**config.mk**
```make
export PLATFORM = sky130hd
export DESIGN_NAME = alu_cc
export DESIGN_NICKNAME = d
export VERILOG_FILES = /design/src/rtl/alu_cc.sv
export SDC_FILE = /design/constraint.sdc
export NUM_CORES = 1
export LEC_CHECK = 0
export CAP_MARGIN = 20
export CELL_PAD_IN_SITES_DETAIL_PLACEMENT = 2
export CELL_PAD_IN_SITES_GLOBAL_PLACEMENT = 2
export CORE_MARGIN = 2
export CORE_UTILIZATION = 38
export DETAILED_ROUTE_END_ITERATION = 8
export PLACE_DENSITY = 0.9
export SYNTH_ARGS = -nofsm -noshare
export SYNTH_HDL_FRONTEND = slang
export SYNTH_SLANG_ARGS = --single-unit
```
**constraint.sdc**
```tcl
create_clock -name i_clk -period 11.3 [get_ports i_clk]
set_clock_uncertainty 0.2 [all_clocks]
set_input_delay 2.26 -clock i_clk [delete_from_list [all_inputs] [get_ports i_clk]]
set_output_delay 2.26 -clock i_clk [all_outputs]
set_load 0.05 [all_outputs]
```
**src/rtl/alu_cc.sv**
```systemverilog
// Execution-stage ALU producing Result and {N,Z,V,C} with SCC strobe to the PSR.
// Define ALU_CC_MUL_EN to build the iterative unsigned multiplier (opcode C).
module alu_cc #(
  parameter int unsigned DATAWIDTH_BUS = 32
) (
  input  logic                     i_clk,
  input  logic                     i_reset,
  input  logic                     i_start,
  input  logic [3:0]               i_opcode,
  input  logic [DATAWIDTH_BUS-1:0] i_a,
  input  logic [DATAWIDTH_BUS-1:0] i_b,
  input  logic                     i_setcc,
  input  logic                     i_carry_in,
  output logic                     o_busy,
  output logic                     o_done,
  output logic [DATAWIDTH_BUS-1:0] o_result,
  output logic [3:0]               o_flags,
  output logic                     o_scc
);

  localparam int unsigned W   = DATAWIDTH_BUS;
  localparam int unsigned WP1 = W + 1;
  localparam int unsigned SHW = $clog2(W);

  localparam logic [3:0] OP_ADD  = 4'h0;
  localparam logic [3:0] OP_ADDX = 4'h1;
  localparam logic [3:0] OP_SUB  = 4'h2;
  localparam logic [3:0] OP_SUBX = 4'h3;
  localparam logic [3:0] OP_AND  = 4'h4;
  localparam logic [3:0] OP_OR   = 4'h5;
  localparam logic [3:0] OP_XOR  = 4'h6;
  localparam logic [3:0] OP_ANDN = 4'h7;
  localparam logic [3:0] OP_SLL  = 4'h8;
  localparam logic [3:0] OP_SRL  = 4'h9;
  localparam logic [3:0] OP_SRA  = 4'hA;
  localparam logic [3:0] OP_MOVB = 4'hB;

  logic [W-1:0]   r_result, w_result_nxt;
  logic [3:0]     r_flags, w_flags_nxt;
  logic           r_done, w_done_nxt;
  logic           r_scc, w_scc_nxt;

  logic           w_cin;
  logic [SHW-1:0] w_shamt;
  logic [W:0]     w_add;
  logic [W:0]     w_sub;
  logic [W-1:0]   w_sc_result;
  logic           w_sc_v;
  logic           w_sc_c;
  logic [3:0]     w_sc_flags;

  // Single-cycle datapath; the carry-in only applies to the extended forms
  always_comb begin
    w_cin       = i_carry_in & ((i_opcode == OP_ADDX) | (i_opcode == OP_SUBX));
    w_shamt     = i_b[SHW-1:0];
    w_add       = {1'b0, i_a} + {1'b0, i_b} + WP1'(w_cin);
    w_sub       = {1'b0, i_a} - {1'b0, i_b} - WP1'(w_cin);
    w_sc_result = i_a;
    w_sc_v      = 1'b0;
    w_sc_c      = 1'b0;
    case (i_opcode)
      OP_ADD, OP_ADDX: begin
        w_sc_result = w_add[W-1:0];
        w_sc_c      = w_add[W];
        w_sc_v      = (i_a[W-1] == i_b[W-1]) && (w_add[W-1] != i_a[W-1]);
      end
      OP_SUB, OP_SUBX: begin
        w_sc_result = w_sub[W-1:0];
        w_sc_c      = w_sub[W];
        w_sc_v      = (i_a[W-1] != i_b[W-1]) && (w_sub[W-1] != i_a[W-1]);
      end
      OP_AND:  w_sc_result = i_a & i_b;
      OP_OR:   w_sc_result = i_a | i_b;
      OP_XOR:  w_sc_result = i_a ^ i_b;
      OP_ANDN: w_sc_result = i_a & ~i_b;
      OP_SLL:  w_sc_result = i_a << w_shamt;
      OP_SRL:  w_sc_result = i_a >> w_shamt;
      OP_SRA:  w_sc_result = W'($signed(i_a) >>> w_shamt);
      OP_MOVB: w_sc_result = i_b;
      default: w_sc_result = i_a;
    endcase
    w_sc_flags = {w_sc_result[W-1], (w_sc_result == '0), w_sc_v, w_sc_c};
  end

`ifdef ALU_CC_MUL_EN
  localparam int unsigned W2      = 2 * W;
  localparam logic [3:0]  OP_UMUL = 4'hC;

  typedef enum logic [0:0] {
    S_IDLE = 1'b0,
    S_MUL  = 1'b1
  } state_t;

  state_t         r_state, w_state_nxt;
  logic [SHW-1:0] r_cnt, w_cnt_nxt;
  logic [W2-1:0]  r_acc, w_acc_nxt;
  logic [W2-1:0]  r_mcand, w_mcand_nxt;
  logic [W-1:0]   r_mplier, w_mplier_nxt;
  logic           r_setcc, w_setcc_nxt;
  logic [W2-1:0]  w_acc_step;

  // Next-state: shift-add consumes one multiplier bit per clock
  always_comb begin
    w_result_nxt = r_result;
    w_flags_nxt  = r_flags;
    w_done_nxt   = 1'b0;
    w_scc_nxt    = 1'b0;
    w_state_nxt  = r_state;
    w_cnt_nxt    = r_cnt;
    w_acc_nxt    = r_acc;
    w_mcand_nxt  = r_mcand;
    w_mplier_nxt = r_mplier;
    w_setcc_nxt  = r_setcc;
    w_acc_step   = r_acc + (r_mplier[0] ? r_mcand : '0);
    case (r_state)
      S_IDLE: begin
        if (i_start) begin
          if (i_opcode == OP_UMUL) begin
            w_state_nxt  = S_MUL;
            w_cnt_nxt    = '0;
            w_acc_nxt    = '0;
            w_mcand_nxt  = {{W{1'b0}}, i_a};
            w_mplier_nxt = i_b;
            w_setcc_nxt  = i_setcc;
          end else begin
            w_result_nxt = w_sc_result;
            w_flags_nxt  = w_sc_flags;
            w_done_nxt   = 1'b1;
            w_scc_nxt    = i_setcc;
          end
        end
      end
      S_MUL: begin
        w_acc_nxt    = w_acc_step;
        w_mcand_nxt  = r_mcand << 1;
        w_mplier_nxt = r_mplier >> 1;
        w_cnt_nxt    = r_cnt + SHW'(1);
        if (r_cnt == SHW'(W - 1)) begin
          w_state_nxt  = S_IDLE;
          w_cnt_nxt    = '0;
          w_result_nxt = w_acc_step[W-1:0];
          w_flags_nxt  = {w_acc_step[W-1], (w_acc_step[W-1:0] == '0),
                          (w_acc_step[W2-1:W] != '0), 1'b0};
          w_done_nxt   = 1'b1;
          w_scc_nxt    = r_setcc;
        end
      end
    endcase
  end

  always_ff @(posedge i_clk) begin
    if (i_reset) begin
      r_state  <= S_IDLE;
      r_cnt    <= '0;
      r_acc    <= '0;
      r_mcand  <= '0;
      r_mplier <= '0;
      r_setcc  <= 1'b0;
    end else begin
      r_state  <= w_state_nxt;
      r_cnt    <= w_cnt_nxt;
      r_acc    <= w_acc_nxt;
      r_mcand  <= w_mcand_nxt;
      r_mplier <= w_mplier_nxt;
      r_setcc  <= w_setcc_nxt;
    end
  end

  assign o_busy = (r_state == S_MUL);
`else
  // Every accepted op completes next cycle; opcode C falls into the reserved default
  always_comb begin
    w_result_nxt = r_result;
    w_flags_nxt  = r_flags;
    w_done_nxt   = 1'b0;
    w_scc_nxt    = 1'b0;
    if (i_start) begin
      w_result_nxt = w_sc_result;
      w_flags_nxt  = w_sc_flags;
      w_done_nxt   = 1'b1;
      w_scc_nxt    = i_setcc;
    end
  end

  assign o_busy = 1'b0;
`endif

  always_ff @(posedge i_clk) begin
    if (i_reset) begin
      r_result <= '0;
      r_flags  <= 4'b0000;
      r_done   <= 1'b0;
      r_scc    <= 1'b0;
    end else begin
      r_result <= w_result_nxt;
      r_flags  <= w_flags_nxt;
      r_done   <= w_done_nxt;
      r_scc    <= w_scc_nxt;
    end
  end

  assign o_done   = r_done;
  assign o_result = r_result;
  assign o_flags  = r_flags;
  assign o_scc    = r_scc;

endmodule
```
## Word level (Yosys, flattened, before mapping)

Index checks and enable logic that the tools add are counted.

- Flip-flop bits (word level): 38
- Input port bits: 73
- Output and inout port bits: 39
- Word-level logic and storage cells: 45

- $add $sub $neg: 4
- Eq/ne operators: 15
- Shift-type cells: 3
- Mux-type cells: 4
- Bitwise gates (word level): 8
- Reductions and logical operators: 7

Operator list:

| operator | number |
|---|---|
| $pmux W32 S10 | 1 |
| $and A32 B32 Y32 | 2 |
| $add A32 B32 Y33 | 1 |
| $add A33 B1 Y33 | 1 |
| $sub A32 B32 Y33 | 1 |
| $sub A33 B1 Y33 | 1 |
| $logic_not A32 Y1 | 1 |
| $not A32 Y32 | 1 |
| $or A32 B32 Y32 | 1 |
| $shl A32 B5 Y32 | 1 |
| $shr A32 B5 Y32 | 1 |
| $sshr A32 B5 Y32 | 1 |
| $xor A32 B32 Y32 | 1 |
| $eq A4 B3 Y1 const B | 4 |
| $eq A4 B4 Y1 const B | 4 |
| $eq A4 B2 Y1 const B | 2 |
| $reduce_or A2 Y1 | 3 |
| $eq A4 B1 Y1 const B | 1 |
| $logic_not A4 Y1 | 1 |
| $pmux W1 S2 | 2 |
| $ne A1 B1 Y1 | 3 |
| $logic_and A1 B1 Y1 | 2 |
| $and A1 B1 Y1 | 1 |
| $eq A1 B1 Y1 | 1 |
| 3 further kinds | 3 |

## Logic depth before layout (Yosys ltp)

- Depth after elaboration: 7
- Mapped depth: 24
- Depth with buffers taken out: 20

## Worst setup path before layout

Ideal clock, no wire load.

- Path type: input to register
- Start: input i_opcode[3]
- End: register r_flags[2] (netlist: o_flags[2])
- Setup time: 0.060 ns
- Data arrival time: 6.980 ns
- Data required time: 11.040 ns
- Setup slack: 4.060 ns
- Stages on the path: 24
- Buffers on the path: 4
- Path through: clkbuf_1 clkbuf_1 clkbuf_1 buf_1 nor2_1 nand3_1 inv_1 fa_1 inv_1 ha_1 nor2_1 fa_1 nand2b_1 a2111oi_2 or3_1 a21oi_1 o21a_1 nor2_1 xor2_1 o211ai_1 or4_1 nor4_1 o2111ai_1 nand2_1

- Longest elaborated chain between the ends: 6
- Elaborated cells on any way between the ends: 20
- Those cells by class: 2 x add/sub; 11 x eq/ne; 1 x mux; 2 x bitwise; 4 x reduce/logical

RTL lines:

| item | RTL line | text |
|---|---|---|
| start, declared | 9 | `input logic [3:0] i_opcode,` |
| $eq A4 B1 Y1 or $eq A4 B2 Y1 (tied branches) | 54, 61 |  |
| $or A1 B1 Y1 | 54 | `w_cin = i_carry_in & ((i_opcode == OP_ADDX) \| (i_opcode == OP_SUBX));` |
| $and A1 B1 Y1 | 54 |  |
| $sub A33 B1 Y33 or $add A33 B1 Y33 (tied branches) | 57, 56 |  |
| $pmux W32 S10 * | 61 | `case (i_opcode)` |
| $logic_not A32 Y1 * | 82 | `w_sc_flags = {w_sc_result[W-1], (w_sc_result == '0), w_sc_v, w_sc_c};` |
| end signal, assigned | 196 | `r_flags <= w_flags_nxt;` |
| end, declared | 39 | `logic [3:0] r_flags, w_flags_nxt;` |

Every way passes the cells marked *; elsewhere a longest branch is shown, timed or not.
A chain may end at the register's enable or synchronous reset.

## Worst setup path after layout

- Start: input i_opcode[2]
- End: register r_flags[2] (netlist: o_flags[2])

Same word-level chain as after synthesis.

==> results.json <==
{
  "ant_nets": 0,
  "synth_edf_count": 0,
  "grt_max_degree": 74,
  "met2_wirelength_um": 33700,
  "hold_viol": 0,
  "fmax_mhz": 116,
  "drive_gt1_frac": 0.0936,
  "status": "complete, no violations",
  "rr_worst_depth": 2,
  "grt_pass1_vias": 16476,
  "rsz0062_at_grt": "no",
  "cts_resized": 0,
  "syn_nets": 1962,
  "seq_power_share": 0.127,
  "swShare": 0.546,
  "top_layer": "met5",
  "reg2reg_from": "o_result[15]",
  "hp-start": "o_flags[2]",
  "cts_setup_buffers": 0,
  "core_um2": 32500,
  "critPathKind": "primary input to flip-flop",
  "start_util": 0.386,
  "hold_class": "flip-flop to flip-flop",
  "multiInputGateArea_um2": 10700,
  "fill_cells": 3837,
  "report.final.slew_viol_count": 0,
  "max_stage_delay_ns": 0.77,
  "routed_wl_um": 76600,
  "ctsHoldBuffers": 0,
  "seqCellArea_um2": 741,
  "via_count": 16109,
  "synth_area_leaders": "ha_1 13%, mux4_2 8.3%, dfxtp_1 5.9%",
  "hold-path-endpoint": "o_flags[2]",
  "nets": 1975,
  "rows": 66,
  "critPathArrivalTime_ns": 8.68,
  "p_sw_mw": 0.651,
  "min_period_over_period": 0.764,
  "p_int_mw": 0.542,
  "fin_crit_ns": 8.63,
  "synth_cell_types": 90,
  "dr.pass1.iters": 7,
  "drc": 0,
  "tritoncts": "built",
  "post-dp-hpwl_um": 57800,
  "yosysTopAreaCellShare": 0.126,
  "io_buffers": 110,
  "clk_latency_ns": 0.30,
  "die_area_um2": 34500,
  "cp.required_ns": 11.35,
  "wl_met1_um": 29900,
  "ys_top_cells_by_count": "173 x nor2_1, 162 x nand2_1, 126 x ha_1",
  "synthFlopType": "dfxtp_1",
  "synth_seq_cells": 37,
  "die_h_um": 186,
  "synth_area_um2": 12600,
  "fp.dieW_um": 186,
  "clkTransAtPathRegs_ns": 0.07,
  "powerDensity_nw_per_um2": 84.8,
  "critPathLaunchType": "primary input",
  "clkPwrFrac": 0.152,
  "worst_pin_slew_ns": 1.08,
  "crit_fanout": 35,
  "htree_levels": 2,
  "grt_usage": 0.436,
  "yosysSeqAreaShare": 0.0590,
  "total_power_mw": 1.19,
  "cts_buffers": 5,
  "cp-startpoint": "i_opcode[2]",
  "maxSlewHeadroom": 0.279,
  "finalSetupTns_ns": 0,
  "p_leak_nw": 5.58,
  "pin_count": 112,
  "maxCapViolCount": 0,
  "setup_viol": 0,
  "routed_via_density": 7.27,
  "cp-end-kind": "flip-flop",
  "cts-root-buf": "clkbuf_16",
  "synth_cells": 1759,
  "yosysTopAreaCell": "ha_1",
  "gp_congestion": 1.01,
  "ctsLongestPathBuffers": 2,
  "drt_iter0_markers": 2173,
  "grt_pass1_wl_um": 111000,
  "rr_endpoint": "o_result[15]",
  "peakVddDrop_mv": 0.0523,
  "synth_warnings": 0,
  "clock_sinks": 37,
  "area_growth_syn_to_layout_pct": 12.1,
  "cp_cell_sequence": "clkdlybuf4s50_1, buf_4, nor2_1, nand3_1, inv_1, fa_1, inv_1, ha_1, o21ai_0, a221oi_1, a221oi_2, o31ai_1, a21oi_2, xnor2_1, a221oi_1, o21ai_0, or4_1, nor4_1, o2111ai_1, nand2_1",
  "antenna_found_initial": 2,
  "routedWlPerCell_um": 34.6,
  "min_path_cells": 2,
  "async_reset_ff_frac": 0,
  "overflow": 0,
  "cpMaxStageDelayCell": "a221oi_1",
  "avgSynthCellArea_um2": 7.14,
  "r2r_setup_slack_ns": 10.15,
  "pwr-share-comb": 0.720,
  "dr_wl_met3_um": 7430,
  "yosysMostFrequentCell": "nor2_1"
}
[state kept, by name (all words and copies together), names as in the netlist]
name      flops
o_result     32
o_flags       3
o_scc         1
o_done        1
[placed cells by master, fill, tap and decap left out, types with 17 or more instances in the layout]
cell / synthesis / final
nor2_1: 173 / 173
nand2_1: 162 / 162
ha_1: 126 / 126
inv_1: 117 / 117
a21oi_1: 117 / 117
o21ai_0: 114 / 114
clkdlybuf4s50_1: 0 / 103
mux2i_1: 68 / 68
nor3_1: 57 / 55
buf_4: 6 / 48
mux4_2: 46 / 46
a211oi_1: 38 / 38
dfxtp_1: 37 / 37
nand3_1: 34 / 34
o211ai_1: 29 / 29
mux2_2: 29 / 29
xnor2_1: 25 / 25
a22oi_1: 25 / 25
o22ai_1: 25 / 25
a21o_1: 22 / 22
a31oi_1: 20 / 20
o21a_1: 19 / 19
nor2b_1: 18 / 17
xor2_1: 17 / 17
a221oi_1: 17 / 17
[stage by stage]
step / hold slack (ns) / area (um^2) / setup slack, ns / cells / util
floorplan: 0.454 / 12600 / 4.06 / 1759 / -
global placement: 0.261 / 13900 / 2.98 / 2206 / 0.427
detailed placement: 0.286 / 13900 / 2.64 / 2207 / 0.427
CTS: 0.280 / 14100 / 2.94 / 2215 / 0.432
global route: 0.285 / 14100 / 2.41 / 2215 / 0.432
finish: 0.277 / 14100 / 2.67 / 2216 / 0.433
[power groups by stage]
stage | clock [mW] | combinational (mW) | sequential, mW
final | 0.182 | 0.860 | 0.152
after global routing | 0.185 | 0.893 | 0.152
after CTS | 0.179 | 0.828 | 0.151
after detailed placement | 0 | 0.819 | 0.154
after global placement | 0 | 0.784 | 0.153
after floorplan | 0 | 0.482 | 0.186
[critical path, delay by kind of cell]
| kind | cells | cell delay [ns] |
|---|---|---|
| simple gates | 5 | 1.95 |
| xor+xnor | 1 | 0.16 |
| fa+ha+maj | 2 | 0.64 |
| compound gates | 8 | 2.73 |
| buf+inv | 4 | 0.92 |
[worst max-delay path by stage]
stage                     slack [ns]  depth (start not counted)         end
after detailed placement        2.64                         20  o_flags[2]
after global placement          2.98                         21  o_flags[2]
after global routing            2.41                         22  o_flags[2]
after CTS                       2.94                         20  o_flags[2]
after floorplan                 4.06                         24  o_flags[2]
final                           2.67                         20  o_flags[2]
[cell families after synthesis]
kind of cell | synth area share
AND/OR/NAND/NOR | 0.207
other | 0.000299
flip-flops | 0.0590
buffers and inverters | 0.0892
AO/OA/AOI/OAI | 0.313
multiplexers | 0.170
adder cells (fa/ha/maj) | 0.132
XOR/XNOR | 0.0293
[metal layers]
| layer | track usage | vias up |
|---|---|---|
| met5 | 0 | - |
| met4 | 0.250 | 2 |
| met3 | 0.0757 | 332 |
| met2 | 0.690 | 1077 |
| met1 | 0.556 | 8098 |
| li1 | - | 6600 |
[final cells by class]
class / count / share of cell area
Inverter: 119 / 0.0317
Multi-Input combinational cell: 1452 / 0.763
Sequential cell: 37 / 0.0526
Tap cell: 442 / 0.0393
Antenna cell: 1 / 0.000178
Clock inverter: 2 / 0.00267
Clock buffer: 6 / 0.00987
Timing Repair Buffer: 157 / 0.101
No activity file was read; power rests on OpenSTA's default activity.
